$ cat src/rtl/flt_mul_pipe.sv
// flt_mul_pipe: three-stage unsigned floating-point multiplier ({exp, mantissa},
// hidden leading one, biased exponent) with valid/ready flow control,
// selectable rounding (nearest-even or half-up) and saturating
// overflow / flushing underflow.
module flt_mul_pipe #(
    parameter int unsigned EXP_L = 8,
    parameter int unsigned MNT_L = 23
) (
    input  logic                   clk,
    input  logic                   rst_n,
    input  logic                   in_valid,
    output logic                   in_ready,
    input  logic [EXP_L+MNT_L-1:0] in1,
    input  logic [EXP_L+MNT_L-1:0] in2,
    input  logic                   rnd_mode,
    output logic                   out_valid,
    input  logic                   out_ready,
    output logic [EXP_L+MNT_L-1:0] out,
    output logic [2:0]             flags
);

    localparam int unsigned W    = EXP_L + MNT_L;
    localparam int unsigned PW   = 2 * MNT_L + 2;
    localparam int unsigned SW   = EXP_L + 2;
    localparam int unsigned SIGW = MNT_L + 1;
    localparam int unsigned BIAS = (1 << (EXP_L - 1)) - 1;

    // Global stall: every stage moves only when the output slot can drain.
    logic advance;

    // Stage 1 state: significand product, raw exponent sum, zero and mode.
    logic          s1_valid;
    logic [PW-1:0] s1_prod;
    logic [SW-1:0] s1_esum;
    logic          s1_zero;
    logic          s1_mode;

    // Stage 2 state: normalised mantissa, biased exponent and G/R/S bits.
    logic             s2_valid;
    logic [MNT_L-1:0] s2_mant;
    logic [SW-1:0]    s2_exp;
    logic             s2_guard;
    logic             s2_round;
    logic             s2_sticky;
    logic             s2_zero;
    logic             s2_mode;

    // Stage 1 combinational inputs
    logic [SIGW-1:0] a_sig;
    logic [SIGW-1:0] b_sig;
    logic [PW-1:0]   prod_c;
    logic [SW-1:0]   esum_c;
    logic            zero_c;

    // Stage 2 combinational inputs
    logic             norm_c;
    logic [SW-1:0]    exp_n_c;
    logic [MNT_L-1:0] mant_n_c;
    logic             guard_c;
    logic             round_c;
    logic             sticky_c;

    // Stage 3 combinational inputs
    logic             inc_c;
    logic [MNT_L:0]   mant_sum_c;
    logic [SW-1:0]    exp_r_c;
    logic [W-1:0]     res_c;
    logic [2:0]       res_flags_c;

    assign in_ready = !out_valid || out_ready;
    assign advance  = in_ready;

    // Operand decode and full-width significand product / exponent sum
    always_comb begin
        a_sig  = {1'b1, in1[MNT_L-1:0]};
        b_sig  = {1'b1, in2[MNT_L-1:0]};
        prod_c = PW'(a_sig) * PW'(b_sig);
        esum_c = SW'(in1[W-1:MNT_L]) + SW'(in2[W-1:MNT_L]);
        zero_c = (in1 == '0) || (in2 == '0);
    end

    // Normalise: a product of 2.0 or more shifts right by one and bumps the exponent
    always_comb begin
        norm_c   = s1_prod[PW-1];
        exp_n_c  = s1_esum + SW'(norm_c) - SW'(BIAS);
        mant_n_c = '0;
        guard_c  = 1'b0;
        round_c  = 1'b0;
        sticky_c = 1'b0;
        if (norm_c) begin
            mant_n_c = s1_prod[2*MNT_L -: MNT_L];
            guard_c  = s1_prod[MNT_L];
            round_c  = s1_prod[MNT_L-1];
            sticky_c = |s1_prod[MNT_L-2:0];
        end else begin
            mant_n_c = s1_prod[2*MNT_L-1 -: MNT_L];
            guard_c  = s1_prod[MNT_L-1];
            round_c  = s1_prod[MNT_L-2];
            sticky_c = |s1_prod[MNT_L-3:0];
        end
    end

    // Round, then classify as zero, underflow, overflow or normal
    always_comb begin
        inc_c       = s2_mode ? s2_guard
                              : (s2_guard && (s2_round || s2_sticky || s2_mant[0]));
        mant_sum_c  = (MNT_L + 1)'(s2_mant) + (MNT_L + 1)'(inc_c);
        exp_r_c     = s2_exp + SW'(mant_sum_c[MNT_L]);
        res_c       = {exp_r_c[EXP_L-1:0], mant_sum_c[MNT_L-1:0]};
        res_flags_c = 3'b000;
        if (s2_zero) begin
            res_c       = '0;
            res_flags_c = 3'b001;
        end else if (s2_exp[SW-1] || (s2_exp == '0)) begin
            res_c       = '0;
            res_flags_c = 3'b011;
        end else if (exp_r_c[SW-1:EXP_L] != '0) begin
            res_c       = '1;
            res_flags_c = 3'b100;
        end
    end

    // Stage-valid chain and output register; reset discards every beat in flight
    always_ff @(posedge clk) begin
        if (!rst_n) begin
            s1_valid  <= 1'b0;
            s2_valid  <= 1'b0;
            out_valid <= 1'b0;
            out       <= '0;
            flags     <= '0;
        end else if (advance) begin
            s1_valid  <= in_valid;
            s2_valid  <= s1_valid;
            out_valid <= s2_valid;
            if (s2_valid) begin
                out   <= res_c;
                flags <= res_flags_c;
            end
        end
    end

    // Datapath registers for stages 1 and 2; contents are qualified by the valid bits
    always_ff @(posedge clk) begin
        if (advance) begin
            s1_prod   <= prod_c;
            s1_esum   <= esum_c;
            s1_zero   <= zero_c;
            s1_mode   <= rnd_mode;
            s2_mant   <= mant_n_c;
            s2_exp    <= exp_n_c;
            s2_guard  <= guard_c;
            s2_round  <= round_c;
            s2_sticky <= sticky_c;
            s2_zero   <= s1_zero;
            s2_mode   <= s1_mode;
        end
    end

endmodule
$ cat config.mk
export PLATFORM = sky130hd
export DESIGN_NAME = flt_mul_pipe
export DESIGN_NICKNAME = d
export VERILOG_FILES = /design/src/rtl/flt_mul_pipe.sv
export SDC_FILE = /design/constraint.sdc
export NUM_CORES = 2
export LEC_CHECK = 0
export CAP_MARGIN = 10
export CORE_AREA = 8 8 295 297
export CTS_BUF_LIST = sky130_fd_sc_hd__clkbuf_8 sky130_fd_sc_hd__clkbuf_16
export DETAILED_ROUTE_END_ITERATION = 10
export DIE_AREA = 0 0 303 305
export MAX_ROUTING_LAYER = met4
export PLACE_DENSITY = 0.48
export REMOVE_ABC_BUFFERS = 1
export SKIP_LAST_GASP = 1
export SLEW_MARGIN = 30
export SYNTH_ARGS = -nofsm -noshare
export SYNTH_HDL_FRONTEND = slang
export SYNTH_SLANG_ARGS = --single-unit
export TNS_END_PERCENT = 100
$ cat constraint.sdc
create_clock -name clk -period 7.8 [get_ports clk]
set_input_delay 1.56 -clock clk [delete_from_list [all_inputs] [get_ports clk]]
set_output_delay 1.56 -clock clk [all_outputs]
set_load 0.005 [all_outputs]
==> results.sh <==
export IMPL_status="complete, no violations"
export IMPL_setup_viol=0
export IMPL_ys_flop_type="edfxtp_1"
export IMPL_fin_util_pct=38.6
export IMPL_ys_ff_latch=134
export IMPL_grt_max_degree=54
export IMPL_worstSetupPathDepth=27
export IMPL_place_area_sq_um=29200
export IMPL_yosys_mux_area_fraction_pct=1.19
export IMPL_synth_cell_types=64
export IMPL_path_max_fanout=6
export IMPL_synth_common_cells="591 x inv_1, 483 x fa_1, 304 x nand2_1"
export IMPL_holdCritStartpoint="s1_zero$_DFFE_PN_"
export IMPL_crit_family="adder cells"
export IMPL_slew_headroom_pct=48.3
export IMPL_synth_top_area_share_pct=39.6
export IMPL_drtPass1Iterations=5
export IMPL_cap_violations=0
export IMPL_cpMaxStageDelayCell="fa_2"
export IMPL_io_buffers=102
export IMPL_num_vias=18600
export IMPL_cts_root_buf="clkbuf_16"
export IMPL_synth_compound_area_share_pct=5.77
export IMPL_r2r_end="out[12]$_SDFFE_PN0P_"
export IMPL_ios=103
export IMPL_yosys_area_share_simple_pct=15.1
export IMPL_skew_ns=0.0164
export IMPL_die_area_sq_um=92400
export IMPL_synthXorXnorAreaFrac_pct=3.05
export IMPL_grtUsageTotal_pct=17.6
export IMPL_worst_pin_slew_ns=0.768
export IMPL_critical_path_buf_inv_count=9
export IMPL_hold_depth=0
export IMPL_reg2reg_from="s2_mant[2]$_DFFE_PN_"
export IMPL_die_h_um=305
export IMPL_grt_pass1_wl_um=122000
export IMPL_start_util_pct=29.6
export IMPL_synth_edf_count=97
export IMPL_routabilityCongestion=0.899
export IMPL_antenna_left=0
export IMPL_diodes=0
export IMPL_antenna_found_initial=0
export IMPL_max_stage_delay_ns=0.61
export IMPL_h_tree_depth=4
export IMPL_criticalPathCategory="input port to flop"
export IMPL_drc=0
export IMPL_yosysSeqAreaShare_pct=15.0
export IMPL_regArea_sq_um=3650
export IMPL_place_hpwl_um=61900
export IMPL_synthCells=2576
export IMPL_grt_overflow=0
export IMPL_arrival_ns=7.81
export IMPL_fin_crit_ns=7.66
export IMPL_fmax_mhz=131
export IMPL_rsz0062_at_grt="true"
export IMPL_hold_path_class="flop to flop"
export IMPL_drt_iter0_markers=1013
export IMPL_fin_area_sq_um=31900
export IMPL_yosys_area_top_type="fa_1"
export IMPL_ctsLongestPathBuffers=2
export IMPL_multi_input_area_sq_um=18900
export IMPL_ys_top_cells_by_area="fa_1 40%, edfxtp_1 12%, ha_1 9.5%"
export IMPL_hold_violations=0
export IMPL_synthAdderAreaFrac_pct=49.1
export IMPL_fp_dieW_um=303
export IMPL_cts_sinks=134
export IMPL_async_flop_share_pct=0
export IMPL_syn_area_sq_um=24400
export IMPL_worst_setup_path_end_kind="flop"
export IMPL_worst_r2r_setup_slack_ns=4.28
export IMPL_r2r_worst_path_cells=16
export IMPL_grt_pass1_vias=20900
export IMPL_required_ns=7.95
export IMPL_crit_top_cell="fa_1"
export IMPL_wl_um=80600
export IMPL_finalMaxSlewViolations=0
export IMPL_synth_top_family_by_area="adder cells"
export IMPL_fillerInstances=8182
export IMPL_drive_above_1_share_pct=22.3
export IMPL_syn_to_final_growth_pct=30.4
export IMPL_hold_path_endpoint="s2_zero$_DFFE_PN_"
export IMPL_synth_warnings=0
export IMPL_synth_most_common_cell="inv_1"
export IMPL_insertion_delay_ns=0.41
export IMPL_wl_per_cell_um=19.8
export IMPL_syn_area_per_cell_sq_um=9.49
export IMPL_path_clk_slew_ns=0.06
export IMPL_fp_row_count=106
export IMPL_layout_nets=3713
export IMPL_startpoint_type="input port"
export IMPL_cts_buffers=17
export IMPL_cts_tree="built"
export IMPL_finalCritPeriodShare_pct=98.2
export IMPL_via_per_inst=4.58
export IMPL_coreArea_sq_um=82600
export IMPL_hold_slack_ns=0.444
==> worst max-delay path by stage <==
stage          slack (ns)    start               endpoint
2_1_floorplan        0.14   in2[0]  s1_prod[46]$_DFFE_PN_
3_3_place_gp        -1.04   in2[0]  s1_prod[39]$_DFFE_PN_
3_5_place_dp         -1.0   in2[0]  s1_prod[39]$_DFFE_PN_
4_1_cts             0.002  in1[14]  s1_prod[39]$_DFFE_PN_
5_1_grt            -0.008  in1[14]  s1_prod[46]$_DFFE_PN_
6_report             0.14  in1[10]  s1_prod[36]$_DFFE_PN_
==> what timing repair did <==
| action | in CTS | in global routing |
|---|---|---|
| hold buffers | 0 | 0 |
| pin swaps | 45 | 132 |
| cloned | 16 | 9 |
| gates resized for setup | 160 | 265 |
| setup endpoints to repair | 19 | 17 |
| endpoints found under the hold margin | 0 | 0 |
| setup buffers | 51 | 27 |
==> routing by layer <==
layer	global-route usage, %	vias to the layer above	wire [um]	share of wire (%)
li1	-	8601	-	-
met1	21.3	9470	33500	42
met2	30.9	423	40800	51
met3	1.30	128	2640	3.3
met4	6.04	0	3730	4.6
met5	-	-	0	0
==> area by class of cell <==
type / count / area share (%)
sequential: 134 / 11.5
tap: 1080 / 4.24
multi-input combinational: 1735 / 59.2
clock buffer: 17 / 1.34
clock inverter: 15 / 0.589
timing repair buffer: 495 / 16.1
inverter: 594 / 7.05
==> cell usage in the layout, fill, tap and decap left out, drive strengths merged, types with 4 or more instances in the layout <==
master         count
bufbuf             7
mux2              25
nand4             14
fa               483
clkinv             9
xnor2             50
and2             249
buf              395
a21boi            10
a21o              32
o21ai             27
nand2            304
a21oi             95
ha               186
clkdlybuf4s50     56
nor4              19
o21bai             9
clkbuf            47
dlymetal6s2s       4
nand3             21
edfxtp            97
bufinv             4
nor2              63
and3              16
xor2              35
inv              588
nor2b             31
a31oi             12
nor3               7
dfxtp             37
o21a               4
clkinvlp           8
==> stage by stage <==
stage	setup slack (ns)	cells	setup TNS, ns
finish	0.138	4070	0
global route	-0.00768	4070	-0.0133
CTS	0.00227	4037	0
detailed placement	-1.00	3939	-17.53
global placement	-1.04	3939	-17.76
floorplan	0.137	2463	0
==> registers in the layout (all words and copies together), names as in the netlist <==
name       flops
s2_zero        1
flags          3
s1_esum        9
s1_valid       1
s2_guard       1
s1_prod       48
s1_zero        1
s2_valid       1
s2_sticky      1
s2_round       1
s1_mode        1
s2_exp        10
out_valid      1
s2_mant       23
s2_mode        1
out           31
==> kinds of logic after synthesis <==
logic type / Yosys count
compound gates: 217
xor+xnor: 85
fa+ha+maj: 669
buf+inv: 707
flops: 134
mux: 26
simple gates: 738
==> worst reg2reg max path, stage by stage (launching register included) <==
cell and delay [ns]:
edfxtp_1 0.41, nand4_1 0.16, nor2_1 0.20, nand3_1 0.16, nor2_1 0.27, nand4_1 0.24
nor2_1 0.21, ha_1 0.20, ha_1 0.18, and3_1 0.22, and3_1 0.23, nand3_1 0.13
o31ai_2 0.16, buf_4 0.31, a21oi_1 0.13, a21oi_1 0.16, nor2b_1 0.06
Power is not shown: default switching activity piles up to over one toggle a cycle in this logic, so the estimate is an artifact.
==> patch 1: new RTL, config.mk and constraints unchanged <==
Set the parameter `EXP_L` to 7 (it was 8).
--- a/src/rtl/flt_mul_pipe.sv
+++ b/src/rtl/flt_mul_pipe.sv
@@ -5,3 +5,3 @@
 module flt_mul_pipe #(
-    parameter int unsigned EXP_L = 8,
+    parameter int unsigned EXP_L = 7,
     parameter int unsigned MNT_L = 23
Ports: changed (resized in1, in2 and out); port bits go from 103 to 100. The function was not compared with the original's and may differ.
==> patch 1 against the unedited design <==
  * Design area down 1.2%
  * Area after synthesis rose by 0.16%
  * Sequential cell count down 3
  * Synthesized cell count rose by 1.2%
  * Wire length down 4.9%
  * Setup slack better by 5.5 ps
Power is not shown: default switching activity piles up to over one toggle a cycle in this logic, so the estimate is an artifact.
==> patch 1: results (changes against the unedited design) <==
[layout]
reg_top3=s1_prod (48), out (30), s2_mant (23)
fillers=8201  ; +0.23%
final_nets=3721  ; +0.22%

[worst_setup_path]
reg2reg_to=out[16]
critPathLaunch=in1[5]
cp_slowest_cell=fa_1
worst-r2r-setup-slack_ps=4330  ; +50 ps
cp.arrival_ps=7800  ; about the same
ff2ff_path_depth=14  ; -2
slowest_delay_ps=630  ; +20 ps

[yosys]
netlist_top_cells_area=fa_1 40%, edfxtp_1 12%, ha_1 9.5%
ys_seq_area_share_pct=14.6  ; -0.35 points
synth_cell_type_count=62  ; -3.1%
synthTopCellsByCount=583 x inv_1, 483 x fa_1, 315 x nand2_1, 252 x and2_1, 185 x ha_1
synth_edf_count=95  ; -2.1%

[run_status]
status=completed

[clocking]
insertion_delay_ps=410  ; about the same

[sta]
fin_skew_ps=7.89  ; -8.52 ps
relSlewSlack_pct=49.3  ; +0.94 points

[placed_design]
port_buffers=99  ; -2.9%
gp_congestion=0.893  ; -0.73%
dpl.hpwl_um=61800  ; -0.16%
dpl_cell_area_um2=29100  ; -0.31%

[global_route]
grt_pass1_wl_um=115000  ; -6.1%
grt_max_degree=63  ; +17%
grt_usage_pct=16.2  ; -1.4 points
grt_pass1_vias=20207  ; -3.2%

[route]
vias=18730  ; +0.58%
drt_iter0_markers=1032  ; +1.9%
wire_per_inst_um=18.8  ; -5.2%

[hold_path]
hold_start=s1_mode

patch 1: area by class of cell:
cell class	count	area (µm²)	share of cell area, %
timing repair buffer	479	4890	15.5
tap	1080	1350	4.29
multi-input combinational	1773	18800	59.7
sequential	131	3570	11.4
inverter	586	2220	7.04
clock inverter	12	186	0.592
clock buffer	20	467	1.48
patch 1: how the worst min path moves through the flow:
stage	to	cells past startpoint
after global routing	s2_mode	0
after floorplan	s2_mode	0
final	s2_mode	0
after CTS	s2_mode	0
after global placement	s2_zero	0
after detailed placement	s2_mode	0
patch 1: logic make-up (layout without fill, tap and decap cells):
group | after synthesis | count (layout) | synth area share (%)
buffers and inverters | 703 | 1097 | 10.8
AOI/OAI and AO/OA | 229 | 229 | 5.87
xor gates and xnor gates | 77 | 77 | 2.76
DFF | 131 | 131 | 14.6
muxes | 27 | 27 | 1.23
and+or+nand+nor | 772 | 772 | 15.7
adders and majority gates | 668 | 668 | 49.0
patch 1: repair_timing:
action,4_1_cts,5_1_grt
buffers inserted,25,36
setup endpoints to repair,18,21
pin swaps,25,69
resized for setup,70,140
hold endpoints to repair,0,0
gates cloned,5,15
patch 1: metal layers:
metal | global-route usage (%) | part of all wire, % | up-vias
li1 | - | - | 8662
met1 | 21.8 | 45 | 9575
met2 | 27.2 | 49 | 404
met3 | 0.992 | 3.4 | 89
met4 | 3.15 | 2.7 | 0
met5 | - | 0 | -
patch 1: worst max-delay path: cells and delay by family:
family | cells | cell delay [ps]
adder cells (fa/ha/maj) | 8 | 3910
AO/OA/AOI/OAI | 7 | 1390
buffers and inverters | 7 | 680
AND/OR/NAND/NOR | 2 | 240
patch 1: metrics by stage:
step / cells / setup TNS, ps / hold slack [ps] / setup WS, ps
after CTS: 4032 / 0 / 419 / 1.39
after global placement: 3971 / -14750 / 409 / -926
after global routing: 4081 / -21.6 / 429 / -14.3
after detailed placement: 3971 / -14480 / 406 / -1000
final: 4081 / 0 / 424 / 144
after floorplan: 2490 / 0 / 400 / 324
==> patch 2: new RTL, same flow settings <==
Made on the original files. Make the reset (`rst_n`) asynchronous in one clocked block.
--- a/src/rtl/flt_mul_pipe.sv
+++ b/src/rtl/flt_mul_pipe.sv
@@ -123,3 +123,3 @@
     // Stage-valid chain and output register; reset discards every beat in flight
-    always_ff @(posedge clk) begin
+    always_ff @(posedge clk or negedge rst_n) begin
         if (!rst_n) begin
Check against the original RTL: differs if rst_n is asserted again (counterexample within 4 cycles, from zero or initial values and one cycle with rst_n low); with rst_n held inactive, the same outputs for 10 cycles.
==> patch 2 against the unedited design <==
  * Hold slack lost 18 ps
  * Design area up 1.6%
  * Sequential cell count stayed put
  * Setup slack lost 8.9 ps
  * Sequential share of layout area grew 0.39 points
  * Register-to-register slack worse by 130 ps
  * Area after synthesis rose by 0.13%
  * Die area is the same
  * Wire length is 0.42% lower
  * Non-clock buffer count up 28
  * Clock skew fell by 7.6 ps
  * Critical endpoint is now s1_prod[43]
  * Highest routed layer unchanged
Power is left out: the tool's default activity adds up to more than one toggle a clock period on the data nets, which glitch-free logic cannot reach.
==> patch 2: results (changes against the unedited design) <==
[sta]
relSlewSlack_pct=24.0  ; -24 points

[yosys]
synthTopCellsByCount=592 x inv_1, 483 x fa_1, 297 x nand2_1, 246 x and2_1, 186 x ha_1
synth_cells=2537  ; -1.5%
synth-xor-area-share_pct=3.11  ; +0.068 points
synthArstFlopShare_pct=27.6  ; +28 points
synth_mux_area_share_pct=1.24  ; +0.050 points

[hold_path]
hold_start=s1_mode

[layout]
clk_share_pct=1.88  ; -0.043 points
drive_gt1_share_pct=23.9  ; +1.6 points
inverters=595  ; +0.17%
area_share_nonclk_buffers_pct=17.2  ; +1.1 points
fin_cells=4064  ; -0.15%
final_nets=3707  ; -0.16%
multiInputGateArea_um2=18800  ; -0.52%
buffers=523  ; +5.7%
design.seq.count=134  ; unchanged

[route]
vias=18651  ; +0.16%
drt_iter0_markers=921  ; -9.1%

[global_route]
grt_usage_pct=17.6  ; -0.078 points
grt_pass1_vias=20537  ; -1.6%

[run_status]
status=completed

[worst_setup_path]
worst-path-max-fanout=8  ; +2
cp.arrival_ps=7830  ; +20 ps
critPathLaunch=in1[8]
cp_slowest_cell=fa_1
reg2reg_to=out[15]

==> patch 2: cell count changes after synthesis, sizes merged, moves of 6 or more <==
| cell | unedited run | this run |
|---|---|---|
| dfrtp | 0 | 37 |
| a21boi | 10 | 0 |
| a21o | 32 | 48 |
| a21oi | 95 | 79 |
| xor2 | 35 | 42 |
| nor2b | 31 | 9 |
| clkbuf | 106 | 100 |
| dfxtp | 37 | 0 |
| nand2 | 304 | 297 |
==> patch 2: repair_timing <==
action / in CTS / in global routing
endpoints found under the setup margin: 26 / 22
setup buffers: 44 / 66
hold endpoints to repair: 0 / 0
gates cloned: 20 / 7
resized for setup: 181 / 287
pin swaps: 57 / 184
==> patch 2: routing by layer <==
layer  GRT usage [%]  routed length (µm)  vias to the layer above
met4            4.74                3310                        0
met2            30.8               40700                      446
met1            21.5               33200                     9541
met3            1.45                3100                      123
met5               -                   0                        -
li1                -                   -                     8541
